===== src/rtl/data_mem_port.sv =====
// Load/store front end between the MEM stage and the data-memory bus.
// Issues one valid/ready transaction at a time, stalls the pipeline, and aligns/extends load data.
module data_mem_port #(
  parameter int unsigned ADDR_W = 64,
  parameter int unsigned DATA_W = 64
) (
  input  logic                  clk,
  input  logic                  rst_n,
  input  logic                  MemRead,
  input  logic                  MemWrite,
  input  logic [2:0]            funct3,
  input  logic [ADDR_W-1:0]     addr,
  input  logic [DATA_W-1:0]     storeData,
  output logic [DATA_W-1:0]     readData_M,
  output logic                  stall,
  output logic                  fault,
  output logic                  req_valid,
  input  logic                  req_ready,
  output logic                  req_write,
  output logic [ADDR_W-1:0]     req_addr,
  output logic [DATA_W-1:0]     req_wdata,
  output logic [DATA_W/8-1:0]   req_wstrb,
  input  logic                  resp_valid,
  input  logic [DATA_W-1:0]     resp_rdata
);

  typedef enum logic [1:0] {IDLE, REQ, RESP, DONE} stateT;

  stateT               state, stateD;
  logic [2:0]          fn3Q, fn3D;
  logic [2:0]          offQ, offD;
  logic                reqValidD, reqWriteD, faultD;
  logic [ADDR_W-1:0]   reqAddrD;
  logic [DATA_W-1:0]   reqWdataD, readDataD;
  logic [DATA_W/8-1:0] reqWstrbD;

  logic                isReq, misaligned, fnOk, legal;
  logic [DATA_W/8-1:0] strbBase;
  logic [DATA_W-1:0]   sh, loadExt;

  // Request legality: size/sign encoding plus natural alignment.
  always_comb begin
    isReq = MemRead | MemWrite;
    misaligned = 1'b0;
    strbBase = 8'h01;
    case (funct3[1:0])
      2'd0: begin misaligned = 1'b0;        strbBase = 8'h01; end
      2'd1: begin misaligned = addr[0];     strbBase = 8'h03; end
      2'd2: begin misaligned = |addr[1:0];  strbBase = 8'h0F; end
      default: begin misaligned = |addr[2:0]; strbBase = 8'hFF; end
    endcase
    fnOk  = MemWrite ? ~funct3[2] : (funct3 != 3'b111);
    legal = fnOk & ~misaligned;
  end

  // Byte-lane extraction and extension of the returned doubleword.
  always_comb begin
    sh = resp_rdata >> {offQ, 3'b000};
    case (fn3Q)
      3'b000:  loadExt = {{56{sh[7]}},  sh[7:0]};
      3'b001:  loadExt = {{48{sh[15]}}, sh[15:0]};
      3'b010:  loadExt = {{32{sh[31]}}, sh[31:0]};
      3'b100:  loadExt = {56'd0, sh[7:0]};
      3'b101:  loadExt = {48'd0, sh[15:0]};
      3'b110:  loadExt = {32'd0, sh[31:0]};
      default: loadExt = sh;
    endcase
  end

  // Next-state and next-output logic.
  always_comb begin
    stateD    = state;
    fn3D      = fn3Q;
    offD      = offQ;
    reqValidD = req_valid;
    reqWriteD = req_write;
    reqAddrD  = req_addr;
    reqWdataD = req_wdata;
    reqWstrbD = req_wstrb;
    readDataD = readData_M;
    faultD    = 1'b0;
    stall     = 1'b0;
    case (state)
      IDLE: begin
        if (isReq) begin
          if (legal) begin
            stall     = 1'b1;
            stateD    = REQ;
            fn3D      = funct3;
            offD      = addr[2:0];
            reqValidD = 1'b1;
            reqWriteD = MemWrite;
            reqAddrD  = {addr[ADDR_W-1:3], 3'b000};
            reqWdataD = MemWrite ? (storeData << {addr[2:0], 3'b000}) : '0;
            reqWstrbD = MemWrite ? (strbBase << addr[2:0]) : '0;
          end else begin
            faultD = 1'b1;
          end
        end
      end
      REQ: begin
        stall = 1'b1;
        if (req_ready) begin
          stateD    = RESP;
          reqValidD = 1'b0;
        end
      end
      RESP: begin
        stall = 1'b1;
        if (resp_valid) begin
          stateD = DONE;
          if (!req_write) readDataD = loadExt;
        end
      end
      default: stateD = IDLE;
    endcase
  end

  always_ff @(posedge clk or negedge rst_n) begin
    if (!rst_n) begin
      state      <= IDLE;
      fn3Q       <= 3'd0;
      offQ       <= 3'd0;
      req_valid  <= 1'b0;
      req_write  <= 1'b0;
      req_addr   <= '0;
      req_wdata  <= '0;
      req_wstrb  <= '0;
      readData_M <= '0;
      fault      <= 1'b0;
    end else begin
      state      <= stateD;
      fn3Q       <= fn3D;
      offQ       <= offD;
      req_valid  <= reqValidD;
      req_write  <= reqWriteD;
      req_addr   <= reqAddrD;
      req_wdata  <= reqWdataD;
      req_wstrb  <= reqWstrbD;
      readData_M <= readDataD;
      fault      <= faultD;
    end
  end

endmodule


===== config.mk =====
export PLATFORM = sky130hd
export DESIGN_NAME = data_mem_port
export DESIGN_NICKNAME = d
export VERILOG_FILES = /design/src/rtl/data_mem_port.sv
export SDC_FILE = /design/constraint.sdc
export NUM_CORES = 1
export LEC_CHECK = 0
export BUFFER_PORTS_ARGS = -buffer_cell sky130_fd_sc_hd__buf_2
export CAP_MARGIN = 0
export CORE_UTILIZATION = 40
export CTS_BUF_LIST = sky130_fd_sc_hd__clkbuf_16
export DETAILED_ROUTE_END_ITERATION = 7
export PLACE_DENSITY = 0.73
export SLEW_MARGIN = 20
export SYNTH_ARGS = -nofsm -noshare
export SYNTH_HDL_FRONTEND = slang
export SYNTH_SLANG_ARGS = --single-unit

===== constraint.sdc =====
create_clock -name clk -period 2.19 [get_ports clk]
set_input_delay 0.219 -clock clk [delete_from_list [all_inputs] [get_ports clk]]
set_output_delay 0.219 -clock clk [all_outputs]
set_load 0.05 [all_outputs]

==> impl_results.md <==
* CP Class: reg2reg
* Most used DFF post-synth: dfrtp_1
* I/O Buffers at 401
* HPWL after DPL at 30000 µm
* Max_cap viols at 0
* Crit Reg-Reg Endpoint: readData_M[42]$_DFFE_PN0P_
* Register area at 5210 µm²
* Sw Ratio at 52.7%
* Finished Layout Cells at 2049
* Fin crit share at 100%
* Outcome: finished with violations
* Worst slew margin relative to its limit at 37.5%
* Worst-margin pin slew at 0.934 ns
* Hold Path Depth at 2
* Area growth syn-to-layout at 38.1%
* Final #Nets at 1860
* Critical path arrival at 2.61 ns
* Largest net degree at the start of global routing at 66
* Setup Viol. Count Final at 2
* Area share of fa/ha/maj cells after synthesis at 0.449%
* Xor and xnor fraction of the mapped netlist area at 0%
* Core area at 27200 µm²
* Clk pwr share at 16.1%
* WL/cell at 20.4 µm
* Number of remaining DRC errors at 0
* Final Wtd Congestion at 0.975
* Fin. max-slew vios at 0
* VDD IR max at 1070 µV
* Internal power at 12.0 mW
* Combinational fraction of design power at 57.3%
* Max Buffers Root-to-Sink at 3
* Filler Cell Count at 2417
* RSZ-0062 raised after global routing: yes
* Synth warn at 0
* Number of global-route vias before repair at 11384
* Reg2reg path depth at 7
* Slowest CP cell: dfrtp_2
* Overall power at 25.3 mW
* Compound-Gate Fraction of Synth Area at 15.0%
* Flop pwr share at 26.5%
* Clock transition at path regs at 0.06 ns
* Routed vias/inst at 5.47
* Clk_skew at 0.00667 ns
* Pre-antenna DRT Iters at 5
* Final non-filler cell area at 15400 µm²
* Die Y-Extent at 169 µm
* CTS tree: yes
* H-tree depth at 1
* Num CTS Buffers at 25
* Clock Latency Late Sink at 0.52 ns
* P_sw at 13.3 mW
* Row count at 60
* Hold crit path type: in2reg
* Simple-Gate Fraction of Synth Area at 17.9%
* CTS sink cnt at 208
* Vias at 11212
* Max Fclk at 455 MHz
* Placed cell area at 13700 µm²
* Ys async rst share at 100%
* Crit path max fanout at 7
* Final core occ at 56.6%
* Power density over cell area at 1650 nW/µm²
* Flops & latches, synth at 208
* Fraction of layout cells with a size suffix above 1 at 34.7%
* Mux share of post-synthesis cell area at 15.8%
* Hold Violations, Final at 0
* Post-synthesis sequential area ratio at 46.7%
* Failing checks: negative setup slack
* Cell variety after synth at 55
* Drt first-iter violations at 670
* First-pass GRT wire length at 63200 µm
* Hold Crit Endpoint: req_wdata[3]$_DFFE_PN0P_
* Antenna Nets Post-Route at 0
* Initial antenna violation count at 7
* Drt total wl at 41800 µm
* Fin worst setup slack at -0.00975 ns
* Hold path start: storeData[3]
* Placed Cells at 1917
* Max stage delay on crit path at 0.48 ns
* R2R Setup Slk at -0.01 ns
* Minimum clock period at 2.20 ns
* Area of the multi-input gates at 5530 µm²
* All-layer global routing usage at 28.7%
* Worst path required time at 2.60 ns
* Mean Syn Cell Area at 9.40 µm²
* Die width at 169 µm
* Total grt overflow at 0
* Post-synth EDFFs at 0
* CP endpoint kind: register
* Critical-path cell list: mux2_4 -> mux4_2 -> and3_4 -> nor4_4 -> buf_4 -> clkbuf_16 -> a21oi_2
* Reg2reg start: offQ[1]$_DFFE_PN0P_
* # IOs at 405
* CTS root buffer: clkbuf_16
* Initial Util at 41.0%
* DIE AREA at 28500 µm²
* Largest family of logic cells by synthesized area: simple AND/OR/NAND/NOR gates
* Leakage power at 7.68 nW
* Post-Syn Instances at 1186
* Synth Cell Area at 11100 µm²
* Setup crit start kind: register
[layout by cell type (no fill, tap or decap), types with 3 or more instances in the layout]
master         count
buf_2            398
nand2_1          333
dfrtp_1          206
o21ai_0           83
nor2_1            77
mux2i_1           76
dlygate4sd3_1     73
a21oi_1           54
buf_4             53
mux4_2            34
a211oi_1          31
clkbuf_16         26
a31oi_1           25
a22o_1            24
nor2b_1           20
mux2_2            17
nand3_1           10
a21oi_2           10
a22oi_1            9
nand2b_1           9
clkinv_1           8
buf_12             8
a32oi_1            7
inv_1              6
nor3_1             6
diode_2            5
mux2_4             3
a21o_1             3
o31ai_1            3
ha_1               3
conb_1             3
bufinv_16          3
clkinv_2           3
buf_6              3
[routing by layer]
| metal | global-route usage [%] | vias up | wire length (µm) |
|---|---|---|---|
| met5 | 0 | - | 13 |
| met2 | 49.9 | 567 | 20800 |
| met1 | 33.6 | 5435 | 15600 |
| met3 | 6.78 | 130 | 3530 |
| li1 | - | 5078 | - |
| met4 | 12.8 | 2 | 1870 |
[final cells by class]
cell class | count | share of cell area [%]
antenna | 5 | 0.0813
clock buffer | 25 | 4.07
clock inverter | 19 | 1.11
inverter | 6 | 0.146
multi-input combinational | 877 | 35.9
sequential | 208 | 33.8
tap | 372 | 3.02
timing repair buffer | 537 | 21.8
[repair_timing]
| action | 4_1_cts | 5_1_grt |
|---|---|---|
| setup buffers | 2 | 6 |
| hold endpoints to repair | 265 | 0 |
| cloned | 0 | 2 |
| resized for setup | 4 | 4 |
| hold buffers | 73 | 0 |
| endpoints found under the setup margin | 2 | 14 |
[power by group through the flow]
stage                     clock network, mW  logic (mW)  registers [mW]
after floorplan                           0        4.58            12.3
after global placement                    0        13.9            6.67
after detailed placement                  0        14.1            6.70
after CTS                              4.15        14.3            6.68
after global routing                   4.30        15.4            6.93
final                                  4.09        14.5            6.71
[cell usage after synthesis (3+ instances only)]
library cell | count | area (µm²)
a211oi_1 | 31 | 233
mux4_2 | 34 | 766
nor2b_1 | 20 | 125
ha_1 | 4 | 50.1
nor2_1 | 78 | 293
o31ai_1 | 3 | 22.5
nor3_1 | 6 | 30.0
mux2_2 | 17 | 191
a22oi_1 | 9 | 67.6
nand3_1 | 10 | 50.1
buf_2 | 28 | 140
a21oi_1 | 55 | 275
mux2i_1 | 76 | 761
a21o_1 | 4 | 30.0
a32oi_1 | 8 | 70.1
buf_6 | 4 | 45.0
buf_4 | 3 | 22.5
inv_1 | 5 | 18.8
dfrtp_1 | 208 | 5200
o21ai_0 | 84 | 420
nand2b_1 | 9 | 56.3
clkbuf_1 | 57 | 214
a21oi_2 | 10 | 87.6
buf_1 | 5 | 18.8
nand2_1 | 333 | 1250
a22o_1 | 24 | 210
a31oi_1 | 25 | 156
mux2_4 | 3 | 45.0
[per-stage QoR]
step / setup TNS (ns) / worst slack, ns / hold WS, ns
final: -0.0118 / -0.00975 / 0.0166
after floorplan: 0 / 0.140 / -0.0766
after global routing: -0.0934 / -0.0255 / 0.0147
after global placement: 0 / 0.0833 / 0.147
after detailed placement: 0 / 0.00207 / 0.147
after CTS: 0 / 0.00898 / 0.00403
[worst max-delay path: cells and delay by family, from the launching register on]
kind,cells,cell delay [ns]
DFF,1,0.48
AOI/OAI and AO/OA,1,0.07
buffers and inverters,2,0.37
muxes,2,0.81
and+or+nand+nor,2,0.36
[registers in the layout, indices dropped and copies added, names as in the netlist, 2 cells and up]
register / count
req_wdata: 64
state: 2
req_wstrb: 8
fn3Q: 3
req_addr: 61
readData_M: 64
offQ: 3
[worst max path at each step]
| stage | from | end | slack, ns |
|---|---|---|---|
| after detailed placement | offQ[1]$_DFFE_PN0P_ | readData_M[44]$_DFFE_PN0P_ | 0.002 |
| after floorplan | offQ[1]$_DFFE_PN0P_ | readData_M[33]$_DFFE_PN0P_ | 0.14 |
| after global placement | offQ[1]$_DFFE_PN0P_ | readData_M[58]$_DFFE_PN0P_ | 0.08 |
| after CTS | state[0]$_DFFE_PN0P_ | stall | 0.009 |
| after global routing | offQ[1]$_DFFE_PN0P_ | readData_M[42]$_DFFE_PN0P_ | -0.03 |
| final | offQ[1]$_DFFE_PN0P_ | readData_M[42]$_DFFE_PN0P_ | -0.01 |
[cell families after synthesis]
kind of cell,after synthesis
mux,130
flops,208
compound gates,264
fa+ha+maj,4
other cells,1
buf+inv,103
simple gates,476
Power figures use the tool's default switching activity.
